File: src/rtl/whackamole_pkg.sv
// Shared definitions for the whack-a-mole game controller.
//   state_e           : game sequencer states
//   LFSR_TAPS         : feedback tap mask for x^8+x^6+x^5+x^4+1
//   DEFAULT_NUM_MOLES : default mole/button count
//   SCORE_W           : width of the score output
package whackamole_pkg;

  typedef enum logic [2:0] {
    ST_IDLE = 3'd0,
    ST_ARM  = 3'd1,
    ST_GAP  = 3'd2,
    ST_UP   = 3'd3,
    ST_OVER = 3'd4
  } state_e;

  // Stages 8,6,5,4 of a left-shifting register map to bits 7,5,4,3.
  localparam logic [7:0] LFSR_TAPS = 8'hB8;

  localparam int DEFAULT_NUM_MOLES = 4;
  localparam int SCORE_W = 7;

endpackage

File: src/rtl/mole_lfsr.sv
// Free-running 8-bit Fibonacci LFSR used to pick which mole pops up.
// Ports:
//   clk   : system clock
//   rst_n : asynchronous active-low reset, loads SEED
//   q     : current register value (advances every clock, never zero)
module mole_lfsr
  import whackamole_pkg::*;
#(
  parameter logic [7:0] SEED = 8'hA5
) (
  input  logic       clk,
  input  logic       rst_n,
  output logic [7:0] q
);

  logic fb;

  // XOR of the tapped bits; a non-zero seed keeps the register out of zero.
  assign fb = ^(q & LFSR_TAPS);

  always_ff @(posedge clk or negedge rst_n) begin
    if (!rst_n) begin
      q <= SEED;
    end else begin
      q <= {q[6:0], fb};
    end
  end

endmodule

File: src/rtl/whackamole_game_ctrl.sv
// Whack-a-mole game sequencer.
// Arms the countdown timer, schedules pseudo-random mole pop-ups, scores
// correct hits and freezes play when the timer reports game over.
// Ports:
//   clk             : system clock
//   rst_n           : asynchronous active-low reset
//   tick            : one-cycle time-base pulse
//   start           : one-cycle debounced start pulse
//   hit             : one-cycle debounced button pulses, one per mole
//   timer_game_over : game_over from the countdown timer
//   timer_restart   : restart_game request to the countdown timer
//   mole            : one-hot lit mole, zero when dark
//   score           : saturating hit count
//   playing         : high while a round is running (GAP/UP)
//   game_over       : high once the timer has ended the round (OVER)
// Handshake with the timer: timer_restart stays high until the timer
// drops timer_game_over, which confirms it has reloaded; only then does
// play start and timer_restart fall.
// All outputs are registered. The internal `state` register is the
// sequencer's observable state for checkers.
module whackamole_game_ctrl
  import whackamole_pkg::*;
#(
  parameter int         NUM_MOLES  = DEFAULT_NUM_MOLES,
  parameter int         MOLE_TICKS = 750,
  parameter int         GAP_TICKS  = 250,
  parameter int         SCORE_MAX  = 99,
  parameter logic [7:0] LFSR_SEED  = 8'hA5
) (
  input  logic                 clk,
  input  logic                 rst_n,
  input  logic                 tick,
  input  logic                 start,
  input  logic [NUM_MOLES-1:0] hit,
  input  logic                 timer_game_over,
  output logic                 timer_restart,
  output logic [NUM_MOLES-1:0] mole,
  output logic [SCORE_W-1:0]   score,
  output logic                 playing,
  output logic                 game_over
);

  localparam int IDX_W  = (NUM_MOLES > 1) ? $clog2(NUM_MOLES) : 1;
  localparam int MAX_TK = (MOLE_TICKS > GAP_TICKS) ? MOLE_TICKS : GAP_TICKS;
  localparam int CNT_W  = $clog2(MAX_TK + 1);

  localparam logic [CNT_W-1:0]   MOLE_LOAD = CNT_W'(MOLE_TICKS);
  localparam logic [CNT_W-1:0]   GAP_LOAD  = CNT_W'(GAP_TICKS);
  localparam logic [CNT_W-1:0]   CNT_ONE   = CNT_W'(1);
  localparam logic [SCORE_W-1:0] SCORE_TOP = SCORE_W'(SCORE_MAX);
  // With a single mole the index must always be zero.
  localparam logic [IDX_W-1:0]   IDX_MASK  = IDX_W'(NUM_MOLES - 1);

  state_e               state;
  logic [CNT_W-1:0]     cnt;
  logic [7:0]           lfsr_q;
  logic [IDX_W-1:0]     mole_idx;
  logic [NUM_MOLES-1:0] next_mole;
  logic                 mole_hit;
  logic                 in_play;
  logic                 lfsr_unused;

  mole_lfsr #(
    .SEED (LFSR_SEED)
  ) u_lfsr (
    .clk   (clk),
    .rst_n (rst_n),
    .q     (lfsr_q)
  );

  assign mole_idx  = lfsr_q[IDX_W-1:0] & IDX_MASK;
  assign next_mole = NUM_MOLES'(1) << mole_idx;
  // mole is one-hot, so any overlap with hit means the lit button was pressed,
  // regardless of what else was pressed alongside it.
  assign mole_hit  = |(hit & mole);
  assign in_play   = (state == ST_GAP) || (state == ST_UP);
  // Upper LFSR bits only add randomness to the register itself.
  assign lfsr_unused = ^lfsr_q[7:IDX_W];

  always_ff @(posedge clk or negedge rst_n) begin
    if (!rst_n) begin
      state         <= ST_IDLE;
      cnt           <= '0;
      mole          <= '0;
      score         <= '0;
      timer_restart <= 1'b1;
      playing       <= 1'b0;
      game_over     <= 1'b0;
    end else if (in_play && timer_game_over) begin
      // Timer end outranks any same-cycle hit or tick.
      state     <= ST_OVER;
      mole      <= '0;
      playing   <= 1'b0;
      game_over <= 1'b1;
    end else begin
      case (state)
        ST_IDLE: begin
          if (start) begin
            score <= '0;
            state <= ST_ARM;
          end
        end

        ST_ARM: begin
          if (!timer_game_over) begin
            state         <= ST_GAP;
            cnt           <= GAP_LOAD;
            timer_restart <= 1'b0;
            playing       <= 1'b1;
          end
        end

        ST_GAP: begin
          if (tick) begin
            if (cnt == CNT_ONE) begin
              state <= ST_UP;
              mole  <= next_mole;
              cnt   <= MOLE_LOAD;
            end else begin
              cnt <= cnt - CNT_ONE;
            end
          end
        end

        ST_UP: begin
          if (mole_hit) begin
            // A hit beats an expiry tick arriving in the same cycle.
            if (score < SCORE_TOP) begin
              score <= score + SCORE_W'(1);
            end
            mole  <= '0;
            state <= ST_GAP;
            cnt   <= GAP_LOAD;
          end else if (tick) begin
            if (cnt == CNT_ONE) begin
              mole  <= '0;
              state <= ST_GAP;
              cnt   <= GAP_LOAD;
            end else begin
              cnt <= cnt - CNT_ONE;
            end
          end
        end

        ST_OVER: begin
          if (start) begin
            score         <= '0;
            state         <= ST_ARM;
            timer_restart <= 1'b1;
            game_over     <= 1'b0;
          end
        end

        default: begin
          state         <= ST_IDLE;
          mole          <= '0;
          timer_restart <= 1'b1;
          playing       <= 1'b0;
          game_over     <= 1'b0;
        end
      endcase
    end
  end

endmodule

File: config.mk
export PLATFORM = sky130hd
export DESIGN_NAME = whackamole_game_ctrl
export DESIGN_NICKNAME = d
export VERILOG_FILES = /design/src/rtl/whackamole_pkg.sv /design/src/rtl/mole_lfsr.sv /design/src/rtl/whackamole_game_ctrl.sv
export SDC_FILE = /design/constraint.sdc
export NUM_CORES = 1
export LEC_CHECK = 0
export CORE_MARGIN = 4
export CORE_UTILIZATION = 54
export DETAILED_ROUTE_END_ITERATION = 7
export GPL_ROUTABILITY_DRIVEN = 0
export PLACE_DENSITY = 0.78
export SYNTH_ARGS = -nofsm -noshare
export SYNTH_HDL_FRONTEND = slang
export SYNTH_SLANG_ARGS = --single-unit
File: constraint.sdc
create_clock -name clk -period 2.55 [get_ports clk]
set_input_delay 0.765 -clock clk [delete_from_list [all_inputs] [get_ports clk]]
set_output_delay 0.765 -clock clk [all_outputs]
set_load 0.05 [all_outputs]
==> reports/summary.md <==
## Run status
• run status: finished, final reports clean

## Power
• sequential fraction of design power: 42.4%
• leakage power figure: 0.885 nW
• combinational cell fraction of total power: 39.4%
• overall power: 1.85 mW
• worst supply voltage drop on vdd: 0.000471 V
• net switching power of the design: 0.761 mW
• cell-internal power: 1.09 mW
• switching share of total power: 41.2%
• proportion of power drawn by the clock network: 18.1%
• cell area power density: 859 mW/mm²

## Finish
• Layout Area Growth over Synthesis: 20.6%
• ANT cells: 0
• area used by sequential logic in the layout: 882 µm²
• highest-count cells in the layout ignoring fill and taps: 30 x dfrtp_1, 22 x clkdlybuf4s50_1, 15 x a21oi_1, 15 x o21ai_0, 13 x nor2_1
• count of nets after finishing: 218
• multi-input gate area in the final layout: 830 µm²
• share of the core filled with cells: 69.4%
• Layout fillers: 253
• layout cells sized above 1: 16.9%
• most common library cell in the layout ignoring fill and taps: dfrtp_1
• fin area: 0.00215 mm²

## STA
• setup-violating endpoint count in the final report: 0
• Least-Margin Pin Slew: 0.554 ns
• worst relative slew slack: 62.1%
• largest clock skew in the final design: 0.00926 ns
• final-report hold violation count: 0
• final setup slack of the worst path: 0.102 ns
• Fmax: 409 MHz
• clock period minus final worst setup slack: 2.45 ns
• count of final max-slew check failures: 0
• setup repair after global routing missed its margin: no
• period utilization: 96.0%

## Routing
• Antenna Nets Post-Route: 0
• total vias in the final route: 1,521
• aggregate routed wire length: 3950 µm
• post-detailed-route DRC marker count: 0
• detail-routed via count per cell: 6.06
• routed wire length per instance: 15.7 µm
• Iteration-0 DRC Markers: 113
• Detailed Routing Iterations Pass 1: 4

## Synth
• synthesized area: 0.00179 mm²
• Post-Synthesis Cells: 172
• share of synthesized flip-flops with an asynchronous set or reset: 100%
• library cells used by synthesis: 52
• sequential-to-total area share from yosys stat: 49.4%
• nets in the synthesized netlist: 184
• largest cells by area after synthesis: dfrtp_1 42%, dfstp_2 7.4%, a21oi_1 4.2%
• number of synthesized register bits: 35
• fraction of post-synthesis cell area in the top cell type by area: 42.0%
• number of flops mapped to enable cells by yosys: 0
• post-synth top area cell: dfrtp_1
• warnings from Yosys: 0
• per-instance average area after synthesis: 10.4 µm²
• dominant synthesized flop cell: dfrtp_1

## Global routing
• largest net degree at the start of global routing: 36
• vias in the first global route: 1,514
• total global routing track utilization: 21.4%
• number of antenna violations at the first check in global routing: 0
• Overflow after GRT: 0
• global-route wire length before repair: 7090 µm

## Critical path
• worst flop-to-flop path startpoint: cnt[3]$_DFFE_PN0P_
• required time reported for the critical path endpoint: 1.79 ns
• CP Launch Type: register
• maximum fanout encountered on the critical timing path: 3
• critical path's top delay family: buffers and inverters
• kind of end point of the critical path: output port
• critical path data arrival time: 1.68 ns
• depth of the worst register-to-register path: 5
• slowest CP cell: clkdlybuf4s50_1
• largest stage delay on the critical path: 0.80 ns
• startpoint-to-endpoint class of the critical path: reg -> out
• chain of cells forming the critical path: clkdlybuf4s50_1
• number of buffer and inverter instances along the worst setup path: 1
• endpoint of the lowest-slack register-to-register path: mole[2]$_DFFE_PN0P_
• Register-to-Register Setup Slack: 0.25 ns

## Placement
• total half-perimeter wirelength after legalization and detailed placement: 2840 µm
• Placed Area: 0.00206 mm²
• number of I/O port buffers: 22
• pre-CTS WS: -0.124 ns

## Clock tree
• TritonCTS Buffers: 5
• insertion delay of the later-clocked pin in the worst-skew pair: 0.33 ns
• maximum number of buffers from clock root to sink: 2
• number of buffers inserted by hold repair at cts: 0
• TritonCTS clock tree: done
• clock net sink count: 35
• H-tree levels: 2
• clock-pin slew reported for the worst setup and hold paths after clock tree synthesis: 0.10 ns
• root buffer cell: clkbuf_4

## Run
• max capacitance violation total: 0

## Hold path
• Hold Crit Class: reg -> reg
• count of cells along the worst hold path: 0
• Worst Hold Path EP: u_lfsr.q[7]$_DFF_PN1_
• HP Start: u_lfsr.q[6]$_DFF_PN0_

## Floorplan
• floorplan row count: 20
• area of the core: 0.00310 mm²
• x dimension of the die: 65.5 µm
• initial core utilization: 57.5%
• Die H: 65.5 µm
• I/O pins: 23
• Total Die Area: 0.00429 mm²

## per-stage QoR
step | hold WS [ns] | TNS (ns) | instances
finish | 0.360 | 0 | 251
global route | 0.366 | 0 | 251
CTS | 0.359 | 0 | 249
floorplan | 0.333 | 0 | 172
detailed placement | 0.345 | -0.772 | 241
global placement | 0.337 | -0.208 | 241
## flip-flops by register name, summed over array words and instances (netlist names)
signal	flops
timer_restart	1
cnt	10
playing	1
score	7
state	3
game_over	1
u_lfsr.q	8
mole	4
## cell type report
class	instances	share of cell area, %
Timing Repair Buffer	32	13.7
Tap cell	44	2.56
Multi-Input combinational cell	126	38.5
Inverter	6	1.05
Clock buffer	8	3.20
Sequential cell	35	41.0
## worst max path at each step
stage / from / to / slack (ns) / cells after the start
after floorplan: hit[0] / mole[0]$_DFFE_PN0P_ / 0.32 / 5
after global placement: hit[0] / score[4]$_DFFE_PN0P_ / -0.06 / 7
after detailed placement: hit[2] / cnt[7]$_DFFE_PN0P_ / -0.12 / 6
after CTS: timer_restart$_DFFE_PN1P_ / timer_restart / 0.08 / 1
after global routing: timer_restart$_DFFE_PN1P_ / timer_restart / 0.04 / 1
final: timer_restart$_DFFE_PN1P_ / timer_restart / 0.10 / 1
## power by group through the flow
| stage | registers, mW | clock network, mW | logic (mW) |
|---|---|---|---|
| 2_1_floorplan | 0.885 | 0 | 0.428 |
| 3_3_place_gp | 0.785 | 0 | 0.698 |
| 3_5_place_dp | 0.793 | 0 | 0.725 |
| 4_1_cts | 0.783 | 0.347 | 0.729 |
| 5_1_grt | 0.811 | 0.375 | 0.808 |
| 6_report | 0.785 | 0.335 | 0.730 |
## cell families (layout without fill, tap and decap cells)
logic type | count (synthesis) | in the layout | synth area share [%]
AO/OA/AOI/OAI | 61 | 61 | 23.3
AND/OR/NAND/NOR | 56 | 56 | 17.7
flip-flops | 35 | 35 | 49.4
buffers and inverters | 11 | 46 | 4.41
XOR/XNOR | 5 | 5 | 2.45
adder cells (fa/ha/maj) | 3 | 3 | 2.10
multiplexers | 1 | 1 | 0.631
## cell usage after synthesis, drive strengths merged, types with 2 or more instances
cell	count
a2111oi	3
a21o	2
a21oi	15
a22oi	3
a31oi	3
and2	2
and3	2
clkbuf	4
dfrtp	30
dfstp	5
ha	3
inv	6
nand2	10
nand2b	2
nand3	3
nand4	2
nor2	13
nor2b	2
nor3	9
nor3b	2
nor4	2
o21ai	15
o2bb2ai	2
o31ai	3
o41ai	2
or3	2
or4	3
xnor2	2
xor2	3
## worst reg2reg max path, stage by stage, from the launching register on
cell and delay [ns]:
dfrtp_1 0.45, or4_4 0.61, nor4b_4 0.39, a2111oi_2 0.15, buf_4 0.19, o41ai_1 0.39
## layer usage
layer  routed length [µm]  GRT usage (%)  vias up
met3                  178           6.50        4
met1                 1790           27.5      748
met5                    0              0        -
met2                 1950           35.4       42
li1                     -              -      727
met4                   40           5.18        0
## timing repair
action / in CTS / in global routing
resized for setup: 0 / 1
buffers inserted: 0 / 2
endpoints found under the setup margin: 0 / 2
(Power assumes the default switching activity.)
